### src/rtl/wb_gpio_irq_if.sv
// Purpose: Wishbone-classic slave bus bundle for the user-project GPIO block.
// Latency: none (wires only).
// Backpressure: the slave stalls a master simply by holding wbs_ack_o low.
// Ports: wbs_cyc_i/stb_i/we_i/sel_i/adr_i/dat_i are driven by the master;
//        wbs_dat_o/ack_o are driven by the slave.
interface wb_gpio_irq_if;
  logic        wbs_cyc_i;
  logic        wbs_stb_i;
  logic        wbs_we_i;
  logic [3:0]  wbs_sel_i;
  logic [31:0] wbs_adr_i;
  logic [31:0] wbs_dat_i;
  logic [31:0] wbs_dat_o;
  logic        wbs_ack_o;

  modport master (
    output wbs_cyc_i, wbs_stb_i, wbs_we_i, wbs_sel_i, wbs_adr_i, wbs_dat_i,
    input  wbs_dat_o, wbs_ack_o
  );

  modport slave (
    input  wbs_cyc_i, wbs_stb_i, wbs_we_i, wbs_sel_i, wbs_adr_i, wbs_dat_i,
    output wbs_dat_o, wbs_ack_o
  );
endinterface

### src/rtl/wb_gpio_irq.sv
// Purpose: GPIO out/oe/in registers plus edge-detect sticky W1C interrupt status.
// Latency: ack and read data one cycle after request; io_in edge -> irq after 3 edges.
// Backpressure: none; every in-window request is acked exactly once, one cycle later.
// Ports: wb_clk_i, wb_rst_n (async active low), wbs (Wishbone slave modport),
//        io_in (async pads), io_out / io_oeb (pad drive, oeb active low), irq (level).
module wb_gpio_irq #(
  parameter int          NIO       = 32,
  parameter logic [31:0] BASE_ADDR = 32'h3000_0000
) (
  input  logic           wb_clk_i,
  input  logic           wb_rst_n,
  wb_gpio_irq_if.slave   wbs,
  input  logic [NIO-1:0] io_in,
  output logic [NIO-1:0] io_out,
  output logic [NIO-1:0] io_oeb,
  output logic           irq
);

  localparam logic [7:0] OFF_OUT   = 8'h00;
  localparam logic [7:0] OFF_OE    = 8'h04;
  localparam logic [7:0] OFF_IN    = 8'h08;
  localparam logic [7:0] OFF_IEN   = 8'h0C;
  localparam logic [7:0] OFF_STAT  = 8'h10;
  localparam logic [7:0] OFF_RISE  = 8'h14;
  localparam logic [7:0] OFF_FALL  = 8'h18;

  // Bits at or above NIO are never written, so they stay 0 and read back 0.
  localparam logic [31:0] VMASK = (NIO >= 32) ? 32'hFFFF_FFFF
                                              : ((32'd1 << NIO) - 32'd1);

  logic [31:0] out_r, oe_r, ien_r, stat_r, rise_en_r, fall_en_r;
  logic [31:0] s1_r, s2_r, prev_r;
  logic        ack_r;
  logic [31:0] dat_r;

  logic        hit, req, wr;
  logic [7:0]  off;
  logic [31:0] lane_mask, wmask, wdat, rdata, in_ext;
  logic [31:0] set_v, clr_v;

  // Only the upper 24 address bits select the block; the low byte is the offset.
  assign hit = (wbs.wbs_adr_i[31:8] == BASE_ADDR[31:8]);
  // ~ack_r turns a held strobe into one transfer every two cycles.
  assign req = wbs.wbs_cyc_i & wbs.wbs_stb_i & hit & ~ack_r;
  assign wr  = req & wbs.wbs_we_i;
  assign off = wbs.wbs_adr_i[7:0];

  assign lane_mask = {{8{wbs.wbs_sel_i[3]}}, {8{wbs.wbs_sel_i[2]}},
                      {8{wbs.wbs_sel_i[1]}}, {8{wbs.wbs_sel_i[0]}}};
  assign wmask = lane_mask & VMASK;
  assign wdat  = wbs.wbs_dat_i;

  always_comb begin
    in_ext = '0;
    in_ext[NIO-1:0] = io_in;
  end

  // Edge detect on the synchronized value against the previous synchronized value.
  assign set_v = ((s2_r & ~prev_r & rise_en_r) | (~s2_r & prev_r & fall_en_r)) & VMASK;
  assign clr_v = (wr && off == OFF_STAT) ? (wdat & wmask) : 32'h0;

  always_comb begin
    rdata = 32'h0;
    case (off)
      OFF_OUT:  rdata = out_r;
      OFF_OE:   rdata = oe_r;
      OFF_IN:   rdata = s2_r;
      OFF_IEN:  rdata = ien_r;
      OFF_STAT: rdata = stat_r;
      OFF_RISE: rdata = rise_en_r;
      OFF_FALL: rdata = fall_en_r;
      default:  rdata = 32'h0;
    endcase
  end

  always_ff @(posedge wb_clk_i or negedge wb_rst_n) begin
    if (!wb_rst_n) begin
      out_r     <= '0;
      oe_r      <= '0;
      ien_r     <= '0;
      stat_r    <= '0;
      rise_en_r <= '0;
      fall_en_r <= '0;
      s1_r      <= '0;
      s2_r      <= '0;
      prev_r    <= '0;
      ack_r     <= 1'b0;
      dat_r     <= '0;
    end else begin
      ack_r <= req;
      // Read data exists only in the ack cycle; zero otherwise.
      dat_r <= (req && !wbs.wbs_we_i) ? rdata : 32'h0;

      s1_r   <= in_ext & VMASK;
      s2_r   <= s1_r;
      prev_r <= s2_r;

      if (wr) begin
        case (off)
          OFF_OUT:  out_r     <= (out_r     & ~wmask) | (wdat & wmask);
          OFF_OE:   oe_r      <= (oe_r      & ~wmask) | (wdat & wmask);
          OFF_IEN:  ien_r     <= (ien_r     & ~wmask) | (wdat & wmask);
          OFF_RISE: rise_en_r <= (rise_en_r & ~wmask) | (wdat & wmask);
          OFF_FALL: fall_en_r <= (fall_en_r & ~wmask) | (wdat & wmask);
          default:  ;
        endcase
      end

      // A new edge on the same cycle as a W1C keeps the bit set.
      stat_r <= (stat_r & ~clr_v) | set_v;
    end
  end

  assign wbs.wbs_ack_o = ack_r;
  assign wbs.wbs_dat_o = dat_r;
  assign io_out        = out_r[NIO-1:0];
  assign io_oeb        = ~oe_r[NIO-1:0];
  assign irq           = |(stat_r & ien_r);

endmodule
### src/flat_wrapper.sv
// flat-port wrapper written by rule: the top's interface ports become plain ports
module wb_gpio_irq_flat 
#(
  parameter int          NIO       = 32,
  parameter logic [31:0] BASE_ADDR = 32'h3000_0000
)
  (wb_clk_i, wb_rst_n, io_in, io_out, io_oeb, irq, wbs_wbs_cyc_i, wbs_wbs_stb_i, wbs_wbs_we_i, wbs_wbs_sel_i, wbs_wbs_adr_i, wbs_wbs_dat_i, wbs_wbs_dat_o, wbs_wbs_ack_o);
  wb_gpio_irq_if wbs_i ();
  input  logic wb_clk_i;
  input  logic wb_rst_n;
  input  logic [NIO-1:0] io_in;
  output logic [NIO-1:0] io_out;
  output logic [NIO-1:0] io_oeb;
  output logic irq;
  input wire logic [$bits(wbs_i.wbs_cyc_i)-1:0] wbs_wbs_cyc_i;
  input wire logic [$bits(wbs_i.wbs_stb_i)-1:0] wbs_wbs_stb_i;
  input wire logic [$bits(wbs_i.wbs_we_i)-1:0] wbs_wbs_we_i;
  input wire logic [$bits(wbs_i.wbs_sel_i)-1:0] wbs_wbs_sel_i;
  input wire logic [$bits(wbs_i.wbs_adr_i)-1:0] wbs_wbs_adr_i;
  input wire logic [$bits(wbs_i.wbs_dat_i)-1:0] wbs_wbs_dat_i;
  output wire logic [$bits(wbs_i.wbs_dat_o)-1:0] wbs_wbs_dat_o;
  output wire logic [$bits(wbs_i.wbs_ack_o)-1:0] wbs_wbs_ack_o;
  assign wbs_i.wbs_cyc_i = wbs_wbs_cyc_i;
  assign wbs_i.wbs_stb_i = wbs_wbs_stb_i;
  assign wbs_i.wbs_we_i = wbs_wbs_we_i;
  assign wbs_i.wbs_sel_i = wbs_wbs_sel_i;
  assign wbs_i.wbs_adr_i = wbs_wbs_adr_i;
  assign wbs_i.wbs_dat_i = wbs_wbs_dat_i;
  assign wbs_wbs_dat_o = wbs_i.wbs_dat_o;
  assign wbs_wbs_ack_o = wbs_i.wbs_ack_o;
  wb_gpio_irq #(.NIO(NIO), .BASE_ADDR(BASE_ADDR)) u_core (.wb_clk_i(wb_clk_i), .wb_rst_n(wb_rst_n), .wbs(wbs_i), .io_in(io_in), .io_out(io_out), .io_oeb(io_oeb), .irq(irq));
endmodule
### config.mk
export PLATFORM = sky130hd
export DESIGN_NAME = wb_gpio_irq_flat
export DESIGN_NICKNAME = d
export VERILOG_FILES = /design/src/rtl/wb_gpio_irq_if.sv /design/src/rtl/wb_gpio_irq.sv /design/src/flat_wrapper.sv
export SDC_FILE = /design/constraint.sdc
export NUM_CORES = 1
export LEC_CHECK = 0
export BUFFER_PORTS_ARGS = -buffer_cell sky130_fd_sc_hd__buf_2
export CAP_MARGIN = 30
export CORE_ASPECT_RATIO = 0.9
export CORE_MARGIN = 4
export CORE_UTILIZATION = 44
export DETAILED_ROUTE_END_ITERATION = 6
export SLEW_MARGIN = 10
export SYNTH_ARGS = -nofsm -noshare
export SYNTH_HDL_FRONTEND = slang
export SYNTH_SLANG_ARGS = --single-unit
export TNS_END_PERCENT = 30
### constraint.sdc
create_clock -name wb_clk_i -period 5.6 [get_ports wb_clk_i]
set_input_delay 0.56 -clock wb_clk_i [delete_from_list [all_inputs] [get_ports wb_clk_i]]
set_output_delay 0.56 -clock wb_clk_i [all_outputs]
set_load 0.02 [all_outputs]
# ---- Word level (Yosys, flattened, before mapping)
# Cells that the tools add are included.
dict set report totals {
  register_bits 321
  latch_bits 0
  mem_bits_rw 0
  mem_bits_ro 0
  input_bits 105
  out_inout_bits 98
  n_memories 0
}
dict set report op_classes {
  addsub 0
  multipliers 0
  n_div 0
  n_lt_le_gt_ge 0
  eq_ne 7
  shift 0
  n_mux 3
  n_bitwise 29
  n_reduce_logical 10
}
# op n
set op_table {}
lappend op_table {{$and A32 B32 Y32} 12}
lappend op_table {{$or A32 B32 Y32} 7}
lappend op_table {{$pmux W32 S7} 1}
lappend op_table {{$not A32 Y32} 5}
lappend op_table {{$mux W32} 2}
lappend op_table {{$reduce_or A32 Y1} 1}
lappend op_table {{$eq A24 B22 Y1 const B} 1}
lappend op_table {{$eq A8 B5 Y1 const B} 3}
lappend op_table {{$eq A8 B4 Y1 const B} 2}
lappend op_table {{$reduce_and A2 Y1} 5}
lappend op_table {{$eq A8 B3 Y1 const B} 1}
lappend op_table {{$logic_not A8 Y1} 1}
lappend op_table {{$and A1 B1 Y1} 4}
lappend op_table {{$logic_and A1 B1 Y1} 2}
lappend op_table {{$logic_not A1 Y1} 1}
lappend op_table {{$not A1 Y1} 1}

# ---- Logic depth before layout (Yosys ltp)
# Gate-level depths: netlist (run 1).
dict set report depth {
  ltp_word 9
  mapped_depth 7
  depth_no_buf 4
}

# ---- Worst setup path before layout (run 1)
# OpenSTA, ideal clock, no wires.
dict set report synth_timing {
  path_kind {input to register}
  startpoint {input wbs_wbs_adr_i[5]}
  endpoint {register (tool-made name)}
  t_arrival_ns 2.240
  required_ns 5.475
  path_slack_ns 3.235
  path_stages 4
  n_path_buf 0
  cell_sequence {nor4b_1 -> nand2_1 -> nor3_4 -> mux2_2}
}
# element line_no
set synth_rtl {}
lappend synth_rtl {{start: declaration} flat_wrapper.sv:19} ;# input wire logic [$bits(wbs_i.wbs_adr_i)-1:0] wbs_wbs_adr_i;

==> reports/metrics.cfg, run 1 <==
[outcome]
status = completed

[route]
drtIter0Drc = 984
wl_per_cell_um = 23.5
dr.pass1.iters = 7
wl_um = 36700
postRouteAntennaNets = 0
vias_per_cell = 5.87
via_count = 9188
drc = 0

[synthesis]
avgSynthCellArea_um2 = 13.8
yosysSeqAreaShare_pct = 62.0
ys_warn_count = 0
netlist.area_leader.share_pct = 62.0
synth_cells = 937
synth_edf_count = 0
synth_top_cell_by_area = dfrtp_1
synthTopCellsByArea = dfrtp_1 62%, mux2_2 12%, a22oi_1 4.4%, a222oi_1 2.5%, mux2_1 2.3%
ys_types = 36
synth_nets = 1042
synth_area_mm2 = 0.0130
ys.flop_type = dfrtp_1
async_reset_ff_share_pct = 100
ys_ff_latch = 321

[timing]
rsz0062_at_grt = false
skew_ns = 0.0115
max-slew-margin-rel_pct = 33.8
report.final.slew_viol_count = 0
final-hold-violation-count = 0
layout_setup_ws_ns = 2.39
tightest_slew_ns = 0.985
period_needed_ns = 3.21
post-route-period-util_pct = 57.4
worst_hold_slack_ns = 0.0151
tns_ns = 0
max_freq_ghz = 0.311
setup_viol = 0

[clocking]
clock-sinks = 321
cts_tree = yes
clk_pin_slew_worst_paths_ns = 0.06
postCtsResizedCells = 0
root_buffer = clkbuf_16
cts_buffers = 35
holdBufCountCts = 0
clk_latency_ns = 0.51
cts_setup_buffers = 0
clock_path_buffers = 3
ctsHtreeMaxLevel = 2

[worst_setup_path]
required_ns = 5.04
cp-end-kind = output pin
crit_family = compound AO/OA/AOI/OAI gates
cp_cell_sequence = a22o_1 -> a221oi_1 -> nand3_1 -> or4_1 -> buf_2
arrival_ns = 2.65
path_class = reg -> out
critPathBufInv = 1
cp-start-kind = flop
max_stage_delay_ns = 0.61
crit_fanout = 3
reg2reg_from = u_core.wbs.wbs_ack_o
slowest_stage = or4_1

[placement]
placed_cell_area_mm2 = 0.0144
portBuffers = 202
gp_congestion = 0.831
place_ws_ns = 2.13
place_inst = 1500
hpwl_um = 23700

[floorplanning]
fp.coreArea_mm2 = 0.0290
start_util_pct = 44.7
dieHeight_um = 171
die_area_mm2 = 0.0323
boundaryPins = 203
die_w_um = 189
rows = 59

[global_route]
grt_max_degree = 94
overflow = 0
grt_pass1_vias = 9193
grt_use_total_pct = 22.3
antenna_found_initial = 3
grt_pass1_wl_um = 55200

[final_layout]
design_area_mm2 = 0.0155
fin_util_pct = 53.4
layout.nets = 1249
drive_above_1_share_pct = 37.3
layout.cells.non_filler = 1564
area_delta_synth_final_pct = 19.6

[power]
pwr-share-seq_pct = 51.0
p_total_mw = 4.66
p_per_area_mw_per_mm2 = 301
leakagePower_nw = 7.53
swShare_pct = 21.6
ir_worst_vdd_uv = 185
clock_power_share_pct = 46.2
combPwrFrac_pct = 2.8
intPower_mw = 3.66
p_sw_mw = 1.00

[worst_hold_path]
hp-class = in -> async

[job]
maxCapViolCount = 0

==> Yosys cell counts (2+ instances only) <==
cell	instances
a21o_1	32
a221oi_1	2
a222oi_1	32
a22o_1	2
a22oi_1	76
a31oi_1	32
and2_0	5
and2_1	6
buf_1	3
buf_2	2
clkbuf_1	37
dfrtp_1	321
inv_1	32
mux2_1	26
mux2_2	134
nand2_1	36
nand3_1	4
nand3b_1	32
nand4_1	43
nor3_1	2
nor3_4	15
nor4_1	4
nor4_2	7
nor4b_1	3
nor4b_4	4
nor4bb_1	2
o21ai_0	32
or4_1	3
==> worst paths after layout <==
check	slack, ns	end	cells after the start
min reg2reg	0.35	u_core.s2_r[20]	0
max reg2reg	3.00	u_core.wbs.wbs_dat_o[14]	5
max	2.39	irq	5
min in group wb_clk_i	0.15	u_core.s1_r[27]	1
min	0.02	u_core.s1_r[27]	1
max in group asynchronous	4.43	u_core.s1_r[11]	2
==> layer usage <==
layer	GRT usage (%)	vias to the layer above	part of all wire (%)
li1	-	4011	-
met1	31.8	4706	44
met2	35.3	404	47
met3	4.35	63	7.2
met4	5.99	4	2.0
met5	1.18	-	0.18
==> power groups by stage <==
stage / combinational (mW) / clock, mW / sequential (mW)
2_1_floorplan: 0.0161 / 0 / 2.41
3_3_place_gp: 0.131 / 0 / 2.42
3_5_place_dp: 0.130 / 0 / 2.42
4_1_cts: 0.131 / 2.20 / 2.38
5_1_grt: 0.143 / 2.29 / 2.38
6_report: 0.129 / 2.15 / 2.38
==> cell type report <==
type                    count  area (um2)
fillers                  2545       13500
well taps                 396         495
diodes                      2        5.00
multi-input cells         541        4660
clock buffers              49         978
inverters                  32         120
clock inverters            10        78.8
flip-flops and latches    321        8030
repair buffers            213        1130
==> cell usage in the layout (no fill, tap or decap), types with 8 or more instances in the layout <==
master | synthesis | layout
a21o_1 | 32 | 32
a222oi_1 | 32 | 32
a22oi_1 | 76 | 76
a31oi_1 | 32 | 32
buf_2 | 2 | 201
clkbuf_1 | 37 | 9
clkbuf_16 | 0 | 35
clkinv_2 | 0 | 8
dfrtp_1 | 321 | 321
inv_1 | 32 | 32
mux2_1 | 26 | 26
mux2_2 | 134 | 134
nand2_1 | 36 | 36
nand3b_1 | 32 | 32
nand4_1 | 43 | 43
nor3_4 | 15 | 15
o21ai_0 | 32 | 32
==> kinds of logic (layout without fill, tap and decap cells) <==
group	Yosys count	in the layout	synth area share, %
AND/OR/NAND/NOR	173	173	10.2
AO/OA/AOI/OAI	208	208	11.8
multiplexers	160	160	13.9
other	0	2	0
buffers and inverters	75	304	2.22
flip-flops	321	321	62.0
Note: power is estimated with default switching activity, not from simulation.
==> inputs of run 2 (changes only) <==
Settings changed: ABC_AREA set to 1.
Clock period 5.6 ns to 3.25 ns, I/O delays scaled along.
==> reports/metrics.cfg, run 2 <==
[global_route]
grt_max_degree = 116  ; was 94
grt_pass1_vias = 13100  ; was 9,193
antenna_found_initial = 3  ; unchanged
grt_pass1_wl_um = 74700  ; was 55,200 um
overflow = 0  ; unchanged
grt_use_total_pct = 25.1  ; was 22.3%

[synthesis]
synth_fa_ha_area_share_pct = 0  ; unchanged
synth.area.mux_share_pct = 0  ; was 13.9%
ys_ff_latch = 321  ; unchanged
ys_warn_count = 0  ; unchanged
ys.flop_type = dfrtp_1  ; unchanged
async_reset_ff_share_pct = 100  ; unchanged
synth_cells = 1812  ; was 937
avgSynthCellArea_um2 = 8.23  ; was 13.8 um2
netlist.area_leader.share_pct = 53.9  ; was 62.0%
synth_most_common_cell = nand2_1  ; was dfrtp_1
netlist_top_cells_count = 681 x nand2_1, 321 x dfrtp_1, 205 x nand4_1, 153 x nor2_1, 147 x inv_1  ; was 321 x dfrtp_1, 134 x mux2_2, 76 x a22oi_1, 43 x nand4_1, 37 x clkbuf_1
synth_top_family_by_area = simple AND/OR/NAND/NOR gates  ; was multiplexers
ys_types = 28  ; was 36
yosysSeqAreaShare_pct = 53.9  ; was 62.0%
synth_nets = 1917  ; was 1,042
synth_edf_count = 0  ; unchanged
synth_top_cell_by_area = dfrtp_1  ; unchanged
synth-simple-area-share_pct = 35.0  ; was 10.2%
synth-compound-area-share_pct = 3.39  ; was 11.8%
synthXorXnorAreaFrac_pct = 0  ; unchanged
synthTopCellsByArea = dfrtp_1 54%, nand2_1 17%, nand4_1 8.6%, nor2_1 3.9%, inv_1 3.7%  ; was dfrtp_1 62%, mux2_2 12%, a22oi_1 4.4%, a222oi_1 2.5%, mux2_1 2.3%
synth_area_mm2 = 0.0149  ; was 0.0130 mm2

[final_layout]
layout_common_cells = 681 x nand2_1, 321 x dfrtp_1, 205 x nand4_1, 201 x buf_2, 153 x nor2_1  ; was 321 x dfrtp_1, 201 x buf_2, 134 x mux2_2, 76 x a22oi_1, 43 x nand4_1
seq_area_mm2 = 0.00803  ; unchanged
design_area_mm2 = 0.0179  ; was 0.0155 mm2
area_delta_synth_final_pct = 20.0  ; was 19.6%
multi_input_area_mm2 = 0.00573  ; was 0.00466 mm2
final_common_cell = nand2_1  ; was dfrtp_1
layout.nets = 2134  ; was 1,249
fill_cells = 3071  ; was 2,545
drive_above_1_share_pct = 16.6  ; was 37.3%

[worst_hold_path]
hp-start = wbs_wbs_dat_i[2]
hp-class = in -> reg  ; was in -> async

[worst_setup_path]
arrival_ns = 1.92  ; was 2.65 ns
cpMostUsedCell = nand4_1
crit_fanout = 3  ; unchanged
path_class = reg -> out  ; unchanged
max_stage_delay_ns = 0.41  ; was 0.61 ns
crit_path_start = u_core.stat_r[25]
reg2reg_from = u_core.wbs.wbs_ack_o  ; unchanged
cp-start-kind = flop  ; unchanged
cp-end-kind = output pin  ; unchanged
required_ns = 2.92  ; was 5.04 ns
cp_cell_sequence = nand2_1 -> nand4_1 -> nor2_1 -> nand4_1 -> buf_2  ; was a22o_1 -> a221oi_1 -> nand3_1 -> or4_1 -> buf_2
slowest_stage = dfrtp_1  ; was or4_1

[floorplanning]
rows = 63  ; was 59
dieHeight_um = 183  ; was 171 um
boundaryPins = 203  ; unchanged
fp.coreArea_mm2 = 0.0332  ; was 0.0290 mm2
die_area_mm2 = 0.0369  ; was 0.0323 mm2
start_util_pct = 44.9  ; was 44.7%
die_w_um = 202  ; was 189 um

[route]
vias_per_cell = 5.33  ; was 5.87
dr.pass1.iters = 5  ; was 7
via_count = 13400  ; was 9,188
postRouteAntennaNets = 0  ; unchanged
wl_per_cell_um = 18.5  ; was 23.5 um
wl_um = 46600  ; was 36,700 um
drc = 0  ; unchanged
drtIter0Drc = 1129  ; was 984

[timing]
worst_hold_slack_ns = 0.124  ; was 0.0151 ns
period_needed_ns = 2.25
report.final.slew_viol_count = 0  ; unchanged
final-hold-violation-count = 0  ; unchanged
rsz0062_at_grt = false  ; unchanged
post-route-period-util_pct = 69.2
setup_viol = 0  ; unchanged
tightest_slew_ns = 0.722  ; was 0.985 ns
layout_setup_ws_ns = 1.00  ; was 2.39 ns
skew_ns = 0.0114  ; was 0.0115 ns
tns_ns = 0  ; unchanged
max-slew-margin-rel_pct = 51.9  ; was 33.8%
max_freq_ghz = 0.445

[clocking]
clock-sinks = 321  ; unchanged
clk_latency_ns = 0.52  ; was 0.51 ns
holdBufCountCts = 33  ; was 0
ctsHtreeMaxLevel = 2  ; unchanged
cts_tree = yes  ; unchanged
clock_path_buffers = 3  ; unchanged
root_buffer = clkbuf_16  ; unchanged
clk_pin_slew_worst_paths_ns = 0.06  ; about the same
cts_setup_buffers = 0  ; unchanged
postCtsResizedCells = 0  ; unchanged
cts_buffers = 36  ; was 35

[placement]
place_ws_ns = 0.824  ; was 2.13 ns
placed_cell_area_mm2 = 0.0164  ; was 0.0144 mm2
gp_congestion = 0.859  ; was 0.831
portBuffers = 202  ; unchanged
hpwl_um = 30600  ; was 23,700 um

[power]
leakagePower_nw = 9.21  ; was 7.53 nW
p_total_mw = 8.51  ; was 4.66 mW
ir_worst_vdd_uv = 454  ; was 185 uV
p_per_area_mw_per_mm2 = 476  ; was 301 mW/mm2

[job]
maxCapViolCount = 0  ; unchanged

[outcome]
status = completed  ; unchanged

## run 2: power by group
part | internal (mW) | switching [mW] | leakage, nW
Sequential | 4.06 | 0.0429 | 4.10
Clock | 2.37 | 1.64 | 0.578
Combinational | 0.116 | 0.281 | 4.54
Total | 6.55 | 1.96 | 9.21
## run 2: worst paths after layout
kind,cells past startpoint,to,slack [ns]
min in group asynchronous,2,u_core.s1_r[5],0.41
min,3,flop,0.12
max reg2reg,7,flop,1.05
min reg2reg,0,u_core.s2_r[27],0.35
max,5,irq,1.00
max in group asynchronous,3,u_core.s2_r[19],1.88
## run 2: cell type report
class,count,area share [%]
Tap cell,455,3.18
Sequential cell,321,44.9
Timing Repair Buffer,282,10.0
Clock inverter,10,0.483
Multi-Input combinational cell,1231,32.0
Clock buffer,56,6.02
Inverter,157,3.32
Antenna cell,3,0.0420
## run 2: cells by family after synthesis
kind of cell	after synthesis
compound gates	91
buf+inv	260
flops	321
simple gates	1140
## run 2: metal layers
metal	wire, um	vias up	part of all wire (%)	track usage [%]
li1	-	6355	-	-
met1	21200	6580	46	36.2
met2	21700	412	47	40.4
met3	2560	67	5.5	3.54
met4	1060	0	2.3	6.37
met5	0	-	0	0
## run 2: per-stage QoR
| step | utilization [%] | instances |
|---|---|---|
| final | 53.9 | 2515 |
| after global routing | 53.9 | 2515 |
| after CTS | 53.9 | 2512 |
| after detailed placement | 49.4 | 2413 |
| after global placement | 49.4 | 2413 |
| after floorplan | - | 1812 |
## run 2: critical path, delay by kind of cell, from the launching register on
kind          cells  cell delay, ns
flops             1            0.41
buf+inv           1            0.24
simple gates      4            0.74
==> inputs of run 3 (changes only) <==
Settings changed: ABC_AREA 1 to 0, PLACE_DENSITY set to 0.67.
Clock period 3.25 ns to 1.9 ns, I/O delays scaled along.
==> reports/metrics.cfg, run 3 (synthesized netlist as in run 1, its figures left out) <==
[outcome]
status = finished, violations left  ; was completed
violations = negative setup slack

[worst_setup_path]
reg2reg_from = u_core.wbs.wbs_ack_o  ; unchanged
cp-start-kind = flop  ; unchanged
crit_fanout = 2  ; was 3
cp-end-kind = output pin  ; unchanged
max_stage_delay_ns = 0.47  ; was 0.41 ns
path_class = reg -> out  ; unchanged
slowest_stage = or4_4  ; was dfrtp_1
arrival_ns = 2.26  ; was 1.92 ns
r2r_cells = 8  ; was 7
crit_family = simple AND/OR/NAND/NOR gates  ; unchanged
critPathBufInv = 2  ; was 1
reg2reg_slack_ns = -0.09  ; was 1.05 ns
required_ns = 1.71  ; was 2.92 ns
cp_cell_sequence = a22o_1 -> a221oi_2 -> buf_4 -> nand3_2 -> or4_4 -> buf_6  ; was nand2_1 -> nand4_1 -> nor2_1 -> nand4_1 -> buf_2

[floorplanning]
boundaryPins = 203  ; unchanged
start_util_pct = 44.7  ; was 44.9%
rows = 59  ; was 63
die_w_um = 189  ; was 202 um
fp.coreArea_mm2 = 0.0290  ; was 0.0332 mm2
dieHeight_um = 171  ; was 183 um
die_area_mm2 = 0.0323  ; was 0.0369 mm2

[timing]
layout_setup_ws_ns = -0.554  ; was 1.00 ns
final-hold-violation-count = 0  ; unchanged
max-slew-margin-rel_pct = 65.9  ; was 51.9%
skew_ns = 0.0212  ; was 0.0114 ns
post-route-period-util_pct = 129
worst_hold_slack_ns = 0.132  ; was 0.124 ns
period_needed_ns = 2.45
rsz0062_at_grt = true  ; was false
max_freq_ghz = 0.407
setup_viol = 69  ; was 0
report.final.slew_viol_count = 0  ; unchanged
tightest_slew_ns = 0.511  ; was 0.722 ns

[route]
drtIter0Drc = 921  ; was 1,129
postRouteAntennaNets = 0  ; unchanged
vias_per_cell = 5.75  ; was 5.33
wl_per_cell_um = 22.6  ; was 18.5 um
dr.pass1.iters = 7  ; was 5
via_count = 9886  ; was 13,400
wl_um = 38900  ; was 46,600 um
drc = 0  ; unchanged

[global_route]
grt_pass1_wl_um = 59000  ; was 74,700 um
grt_use_total_pct = 23.1  ; was 25.1%
grt_pass1_vias = 10200  ; was 13,100
antenna_found_initial = 1  ; was 3
overflow = 0  ; unchanged
grt_max_degree = 56  ; was 116

[final_layout]
layout.nets = 1407  ; was 2,134
area_delta_synth_final_pct = 39.5  ; was 20.0%
fin_util_pct = 62.4  ; was 53.9%
layout_common_cells = 320 x dfrtp_1, 200 x buf_2, 150 x mux2_4, 76 x a22oi_1, 65 x dlygate4sd3_1  ; was 681 x nand2_1, 321 x dfrtp_1, 205 x nand4_1, 201 x buf_2, 153 x nor2_1
drive_above_1_share_pct = 43.8  ; was 16.6%
final_common_cell = dfrtp_1  ; was nand2_1

[power]
leakagePower_nw = 8.53  ; was 9.21 nW
intPower_mw = 10.5  ; was 6.55 mW
ir_worst_vdd_uv = 670  ; was 454 uV
p_total_mw = 13.4  ; was 8.51 mW
pwr-share-seq_pct = 52.1  ; was 48.2%
p_per_area_mw_per_mm2 = 743  ; was 476 mW/mm2
clock_power_share_pct = 43.9  ; was 47.1%
p_sw_mw = 2.95  ; was 1.96 mW
combPwrFrac_pct = 4.0  ; was 4.7%
swShare_pct = 21.9  ; was 23.1%

[clocking]
cts_tree = yes  ; unchanged
clock_path_buffers = 3  ; unchanged
clock-sinks = 321  ; unchanged
clk_pin_slew_worst_paths_ns = 0.06  ; about the same
ctsHtreeMaxLevel = 1  ; was 2
clk_latency_ns = 0.57  ; was 0.52 ns
root_buffer = clkbuf_16  ; unchanged
cts_buffers = 31  ; was 36

[job]
maxCapViolCount = 0  ; unchanged

[placement]
gp_congestion = 0.825  ; was 0.859
portBuffers = 202  ; unchanged
hpwl_um = 25100  ; was 30,600 um

[worst_hold_path]
hp-class = in -> reg  ; unchanged
hp-start = wbs_wbs_adr_i[23]  ; was wbs_wbs_dat_i[2]
hold-path-endpoint = u_core.wbs.wbs_ack_o
hold_depth = 5  ; was 3

run 3: cell types whose count changed in the layout (fill, tap and decap cells not counted), sizes merged, moves of 76 or more:
cell and delta:
nor2 -160, inv -125, nand2 -646, nand4 -179
mux2 +160, a22oi +76
run 3: worst max path at each step:
stage	cells past startpoint	from	to	slack (ns)
after global placement	8	wbs_wbs_adr_i[16]	flop	-0.14
after CTS	6	flop	irq	-0.64
final	6	u_core.stat_r[20]	irq	-0.55
after floorplan	5	u_core.wbs.wbs_ack_o	flop	-0.1
after detailed placement	8	wbs_wbs_adr_i[8]	flop	-0.21
after global routing	6	u_core.stat_r[20]	irq	-0.61
run 3: metrics by stage:
stage | setup WS (ns) | instances | cell area (um2) | TNS [ns]
finish | -0.554 | 1720 | 18100 | -4.63
detailed placement | -0.212 | 1597 | 15600 | -24.12
floorplan | -0.0964 | 937 | 13000 | -4.26
CTS | -0.637 | 1717 | 17800 | -12.86
global route | -0.608 | 1720 | 18100 | -16.16
global placement | -0.144 | 1597 | 15600 | -17.76
run 3: area by class of cell:
class | instances | area (um2)
tap | 396 | 495
sequential | 321 | 8030
inverter | 32 | 120
antenna | 1 | 2.50
clock inverter | 11 | 67.6
timing repair buffer | 375 | 3020
fill | 2178 | 10900
clock buffer | 43 | 911
multi-input combinational | 541 | 5440
run 3: power groups by stage:
| stage | clock network (mW) | registers (mW) | logic (mW) |
|---|---|---|---|
| floorplan | 0 | 7.11 | 0.0494 |
| global placement | 0 | 7.12 | 0.417 |
| detailed placement | 0 | 7.13 | 0.422 |
| CTS | 6.01 | 7.00 | 0.541 |
| global route | 6.27 | 7.01 | 0.597 |
| finish | 5.90 | 7.01 | 0.540 |
run 3: per-layer routing:
layer | track usage [%] | up-vias | wire (um)
met2 | 38.2 | 436 | 18700
met3 | 3.63 | 67 | 2760
met4 | 6.62 | 0 | 1060
li1 | - | 4318 | -
met5 | 0 | - | 0
met1 | 32.1 | 5065 | 16400
run 3: what timing repair did:
action                                 CTS  global route
gates resized for setup                129            73
hold buffers                            65             0
pin swaps                                9             9
buffers inserted                         0             2
cloned                                   1             0
endpoints found under the hold margin  524             0
setup endpoints to repair              119           193
run 3: worst reg2reg max path, delay by kind of cell, from the launching register on:
family                 cells  cell delay, ns
flip-flops                 1            0.42
AND/OR/NAND/NOR            3            0.50
multiplexers               1            0.32
buffers and inverters      4            0.63
